$ cat src/rtl/matvec_n_if.sv
// Stream bundle for matvec_n: word input channel and row-result output channel.
interface matvec_n_if #(
  parameter int W  = 14,
  parameter int OW = 2*W
);
  logic                 input_valid;
  logic                 input_ready;
  logic signed [W-1:0]  input_data;
  logic                 new_matrix;
  logic                 output_valid;
  logic                 output_ready;
  logic signed [OW-1:0] output_data;

  modport slave (
    input  input_valid, input_data, new_matrix, output_ready,
    output input_ready, output_valid, output_data
  );

  modport master (
    output input_valid, input_data, new_matrix, output_ready,
    input  input_ready, output_valid, output_data
  );
endinterface

$ cat src/rtl/matvec_n.sv
// N x N signed matrix-vector multiplier: streams in W (optional) and x, then
// emits one row result per handshake using a single serial MAC.
module matvec_n #(
  parameter int N   = 3,
  parameter int W   = 14,
  parameter int OW  = 2*W,
  parameter int SAT = 0
)(
  input  logic      gclk_i,
  input  logic      grst_ni,
  matvec_n_if.slave io
);
  localparam int AW = 2*W + $clog2(N) + 1;
  localparam int CW = $clog2(N*N);
  localparam int RW = $clog2(N);

  typedef enum logic [2:0] {S_IDLE, S_LOAD_W, S_LOAD_X, S_MAC, S_OUT} state_t;

  state_t                  state_q, state_d;
  logic [N*N-1:0][W-1:0]   w_q;
  logic [N-1:0][W-1:0]     x_q;
  logic [CW-1:0]           ld_q;
  logic [RW-1:0]           row_q, col_q;
  logic signed [AW-1:0]    acc_q, acc_sum;
  logic signed [OW-1:0]    out_q, res;
  logic signed [2*W-1:0]   prod;
  logic [CW-1:0]           widx;
  logic in_acc, out_xfer, last_w, last_x, last_col, last_row;

  assign in_acc   = io.input_valid & io.input_ready;
  assign out_xfer = io.output_valid & io.output_ready;
  assign last_w   = (ld_q == CW'(N*N-1));
  assign last_x   = (ld_q == CW'(N-1));
  assign last_col = (col_q == RW'(N-1));
  assign last_row = (row_q == RW'(N-1));

  assign widx    = CW'(int'(row_q) * N + int'(col_q));
  assign prod    = $signed(w_q[widx]) * $signed(x_q[col_q]);
  assign acc_sum = acc_q + AW'(prod);

  // Accumulator is wide enough for any row sum, so clamping only matters
  // when the output is narrower than it.
  generate
    if (SAT != 0 && OW < AW) begin : g_sat
      localparam logic signed [AW-1:0] MAXV = {{(AW-OW+1){1'b0}}, {(OW-1){1'b1}}};
      localparam logic signed [AW-1:0] MINV = ~MAXV;
      assign res = (acc_sum > MAXV) ? OW'(MAXV) :
                   (acc_sum < MINV) ? OW'(MINV) : OW'(acc_sum);
    end else begin : g_wrap
      assign res = OW'(acc_sum);
    end
  endgenerate

  always_ff @(posedge gclk_i or negedge grst_ni) begin
    if (!grst_ni) state_q <= S_IDLE;
    else          state_q <= state_d;
  end

  always_comb begin
    state_d = state_q;
    case (state_q)
      S_IDLE:   if (in_acc) state_d = io.new_matrix ? S_LOAD_W : S_LOAD_X;
      S_LOAD_W: if (in_acc && last_w) state_d = S_LOAD_X;
      S_LOAD_X: if (in_acc && last_x) state_d = S_MAC;
      S_MAC:    if (last_col) state_d = S_OUT;
      S_OUT:    if (out_xfer) state_d = last_row ? S_IDLE : S_MAC;
      default:  state_d = S_IDLE;
    endcase
  end

  always_comb begin
    io.input_ready  = 1'b0;
    io.output_valid = 1'b0;
    case (state_q)
      S_IDLE, S_LOAD_W, S_LOAD_X: io.input_ready  = 1'b1;
      S_OUT:                      io.output_valid = 1'b1;
      default: ;
    endcase
  end

  assign io.output_data = out_q;

  always_ff @(posedge gclk_i or negedge grst_ni) begin
    if (!grst_ni) begin
      w_q   <= '0;
      x_q   <= '0;
      ld_q  <= '0;
      row_q <= '0;
      col_q <= '0;
      acc_q <= '0;
      out_q <= '0;
    end else begin
      case (state_q)
        S_IDLE: if (in_acc) begin
          if (io.new_matrix) w_q[0] <= io.input_data;
          else               x_q[0] <= io.input_data;
          ld_q <= CW'(1);
        end
        S_LOAD_W: if (in_acc) begin
          w_q[ld_q] <= io.input_data;
          ld_q      <= last_w ? '0 : ld_q + CW'(1);
        end
        S_LOAD_X: if (in_acc) begin
          x_q[ld_q[RW-1:0]] <= io.input_data;
          if (last_x) begin
            ld_q  <= '0;
            row_q <= '0;
            col_q <= '0;
            acc_q <= '0;
          end else begin
            ld_q  <= ld_q + CW'(1);
          end
        end
        S_MAC: begin
          acc_q <= acc_sum;
          if (last_col) begin
            out_q <= res;
            col_q <= '0;
          end else begin
            col_q <= col_q + RW'(1);
          end
        end
        S_OUT: if (out_xfer) begin
          acc_q <= '0;
          row_q <= last_row ? '0 : row_q + RW'(1);
        end
        default: ;
      endcase
    end
  end
endmodule

$ cat src/flat_wrapper.sv
// flat-port wrapper written by rule: the top's interface ports become plain ports
module matvec_n_flat 
#(
  parameter int N   = 3,
  parameter int W   = 14,
  parameter int OW  = 2*W,
  parameter int SAT = 0
)
  (gclk_i, grst_ni, io_input_valid, io_input_data, io_new_matrix, io_output_ready, io_input_ready, io_output_valid, io_output_data);
  matvec_n_if #(.W(W), .OW(OW)) io_i ();
  input  logic gclk_i;
  input  logic grst_ni;
  input wire logic [$bits(io_i.input_valid)-1:0] io_input_valid;
  input wire logic [$bits(io_i.input_data)-1:0] io_input_data;
  input wire logic [$bits(io_i.new_matrix)-1:0] io_new_matrix;
  input wire logic [$bits(io_i.output_ready)-1:0] io_output_ready;
  output wire logic [$bits(io_i.input_ready)-1:0] io_input_ready;
  output wire logic [$bits(io_i.output_valid)-1:0] io_output_valid;
  output wire logic [$bits(io_i.output_data)-1:0] io_output_data;
  assign io_i.input_valid = io_input_valid;
  assign io_i.input_data = io_input_data;
  assign io_i.new_matrix = io_new_matrix;
  assign io_i.output_ready = io_output_ready;
  assign io_input_ready = io_i.input_ready;
  assign io_output_valid = io_i.output_valid;
  assign io_output_data = io_i.output_data;
  matvec_n #(.N(N), .W(W), .OW(OW), .SAT(SAT)) u_core (.gclk_i(gclk_i), .grst_ni(grst_ni), .io(io_i));
endmodule
$ cat config.mk
export PLATFORM = sky130hd
export DESIGN_NAME = matvec_n_flat
export DESIGN_NICKNAME = d
export VERILOG_FILES = /design/src/rtl/matvec_n_if.sv /design/src/rtl/matvec_n.sv /design/src/flat_wrapper.sv
export SDC_FILE = /design/constraint.sdc
export NUM_CORES = 1
export LEC_CHECK = 0
export CORE_ASPECT_RATIO = 0.9
export CORE_MARGIN = 3
export CORE_UTILIZATION = 40
export CTS_BUF_LIST = sky130_fd_sc_hd__clkbuf_4 sky130_fd_sc_hd__clkbuf_8 sky130_fd_sc_hd__clkbuf_16
export DETAILED_ROUTE_END_ITERATION = 12
export GPL_TIMING_DRIVEN = 0
export PLACE_DENSITY = 0.56
export SYNTH_ARGS = -nofsm -noshare
export SYNTH_HDL_FRONTEND = slang
export SYNTH_SLANG_ARGS = --single-unit
$ cat constraint.sdc
create_clock -name gclk_i -period 11.16 [get_ports gclk_i]
set_clock_uncertainty 0.2 [all_clocks]
set_input_delay 2.232 -clock gclk_i [delete_from_list [all_inputs] [get_ports gclk_i]]
set_output_delay 2.232 -clock gclk_i [all_outputs]
set_load 0.005 [all_outputs]
==> flow_summary.yaml <==
run_status:
  status: "completed"
global_routing:
  grt_use_met2: 0.3170
  antenna_found_initial: 0
  grt_use_met1: 0.2796
  top_usage_layer: "met2"
  grt_max_degree: 108
  grt_pass1_wl_microns: 78520
  overflow: 0
  grt_use_total: 0.1973
  grt_use_met3: 0.03524
  grt_pass1_vias: 13950
floorplanning:
  chipWidth_microns: 237.2
  dieArea_sq_um: 50770
  core_sq_um: 47110
  die_h_microns: 214.1
  start_util: 0.4084
  rows: 75
  ios: 49
job:
  maxCapViolations: 0
sta:
  setup_viol: 0
  slew_viol_final: 0
  hold_viol: 0
  fmax_mhz: 99.36
  rsz0062_at_grt: "false"
  tightest_slew_ns: 1.205
  slew_headroom: 0.1885
  fin_crit_ns: 10.06
  period_share: 0.9019
synth:
  yosys-top-cells-area: "dfrtp_1 31%, fa_1 24%, mux2_2 10%"
  netlist_area_sq_um: 19240
  avgSynthCellArea_sq_um: 10.91
  synth-main-ff-cell: "dfrtp_1"
  synth_edf_count: 0
  yosys.area.top_type: "dfrtp_1"
  netlist-cell-type-count: 61
  synth_seq_cells: 235
  synthCells: 1763
  synth_top_area_frac: 0.3057
  ys_warn_count: 0
  syn_nets: 2105
  yosysSeqAreaShare: 0.3057
  async_reset_ff_frac: 1.000
drt:
  post_drt_wl_per_cell_microns: 19.21
  drtPass1Iterations: 7
  vias: 12740
  vias_per_cell: 5.136
  final_antenna_net_count: 0
  drcViolationCount: 0
  totalWireLength_microns: 47650
  drt_iter0_drc: 833
cts:
  htreeDepth: 1
  clock_latency_ns: 0.58
  cts_buffers: 28
  postCtsHoldBufs: 0
  root_buffer: "clkbuf_16"
  cts.sinks: 235
  cts_tree: "yes"
  path_clk_slew_ns: 0.06
  cts_resized: 0
  post_cts_buffers: 0
  cts_max_path_buffers: 3
critical_path:
  worstSetupStartpointType: "register"
  crit_buf_inv: 8
  crit_cells: 28
  end_kind: "register"
  worst_path_most_repeated_cell: "fa_1"
  arrival_ns: 10.33
  critPathSlowestCell: "nand2_1"
  ff2ff_path_depth: 28
  path_max_fanout: 11
  crit_family: "adder cells"
  rr_endpoint: "u_core.io.output_data[26]$_DFFE_PN0P_"
  r2r-start: "u_core.row_q[1]$_DFFE_PN0P_"
  worstPathRequired_ns: 11.42
  reg2reg_setup_slack_ns: 1.10
  cp_slowest_stage_delay_ns: 0.68
  critPathKind: "register to register"
final_layout:
  most-common-layout-cells: "319 x inv_1, 235 x dfrtp_1, 232 x fa_1, 175 x mux2_2, 143 x nand2_1"
  diodes: 0
  mostFrequentLayoutCell: "inv_1"
  fin_cells: 2481
  layout-drive-gt1-share: 0.1517
  final_area_sq_um: 21560
  syn2layout_area_growth_pct: 12.05
  nets: 2185
  fillCellCount: 4407
placement:
  place_area_sq_um: 20550
  placedCellCount: 2429
  hpwlAfterDp_microns: 37620
  place.port_buffers: 48
  gp_congestion: 0.8931
worst_hold_path:
  min_to: "u_core.io.output_data[12]$_DFFE_PN0P_"
  hold_depth: 2
  hp-class: "register to register"
  worstHoldStart: "u_core.io.output_data[12]$_DFFE_PN0P_"
-- worst reg2reg max path, delay by kind of cell, from the launching register on --
family          cells  cell delay [ns]
fa+ha+maj           9             4.33
simple gates        4             1.67
buf+inv             8             1.53
mux                 4             1.30
flops               1             0.49
compound gates      3             0.49
-- synth_stat cells, types with 3 or more instances --
library cell    n
buf_1          14
buf_2          12
inv_1         319
o21ai_1        19
xor2_1         10
and3_1          8
mux4_2         28
nand2b_1       24
o31ai_1         5
mux2_2        175
ha_1           91
nor3_1          3
fa_1          232
mux2_1         10
nand3_1         7
and2_1         10
nor2_1        120
o21ai_0        42
clkbuf_1       50
a211oi_1        5
xnor2_1        22
a21o_1         15
o21a_1         15
nor2b_1        14
a211o_1         4
mux2i_1        31
a31oi_1         4
nand2_1       143
a21oi_1        42
dfrtp_1       235
a22o_1         17
-- stage by stage --
step	setup TNS, ns	setup WS [ns]	hold slack [ns]	utilization
2_1_floorplan	0	2.607	0.2498	-
3_3_place_gp	-617.47	-2.649	0.2706	0.4350
3_5_place_dp	0	0.9901	0.2747	0.4362
4_1_cts	0	1.011	0.2864	0.4576
5_1_grt	0	0.3829	0.2973	0.4576
6_report	0	1.095	0.2787	0.4576
-- how the worst max path moves through the flow --
stage,to,from
finish,u_core.io.output_data[26]$_DFFE_PN0P_,u_core.row_q[1]$_DFFE_PN0P_
global route,u_core.io.output_data[26]$_DFFE_PN0P_,u_core.row_q[1]$_DFFE_PN0P_
CTS,u_core.io.output_data[26]$_DFFE_PN0P_,u_core.row_q[1]$_DFFE_PN0P_
detailed placement,u_core.io.output_data[26]$_DFFE_PN0P_,u_core.row_q[1]$_DFFE_PN0P_
global placement,u_core.x_q[7]$_DFFE_PN0P_,grst_ni
floorplan,u_core.io.output_data[26]$_DFFE_PN0P_,u_core.row_q[0]$_DFFE_PN0P_
-- final cells by class --
| class | count | area, sq um | area share |
|---|---|---|---|
| timing repair buffer | 50 | 540.5 | 0.02507 |
| clock buffer | 44 | 883.3 | 0.04098 |
| clock inverter | 8 | 123.9 | 0.005746 |
| inverter | 320 | 1201 | 0.05572 |
| buffer | 76 | 300.3 | 0.01393 |
| multi-input combinational | 1132 | 11860 | 0.5500 |
| tap | 616 | 770.7 | 0.03575 |
| sequential | 235 | 5881 | 0.2728 |
-- metal layers --
layer	wire (microns)	up-vias
met5	0	-
met4	1250	0
met3	2388	60
met2	22140	249
met1	21870	6629
li1	-	5804
-- kinds of logic after synthesis --
| logic type | count (synthesis) | share of synthesized area |
|---|---|---|
| buffers and inverters | 396 | 0.07804 |
| AND/OR/NAND/NOR | 346 | 0.07928 |
| adder cells (fa/ha/maj) | 324 | 0.3011 |
| multiplexers | 244 | 0.1572 |
| flip-flops | 235 | 0.3057 |
| AO/OA/AOI/OAI | 186 | 0.06413 |
| XOR/XNOR | 32 | 0.01457 |
-- registers in the layout, summed over array words and instances, names as in the netlist --
register / flops
u_core.state_q: 3
u_core.col_q: 2
u_core.x_q: 42
u_core.w_q: 126
u_core.row_q: 2
u_core.io.output_data: 28
u_core.acc_q: 28
u_core.ld_q: 4
Power is left out: the tool's default activity adds up to more than one toggle a clock period on the data nets, which glitch-free logic cannot reach.
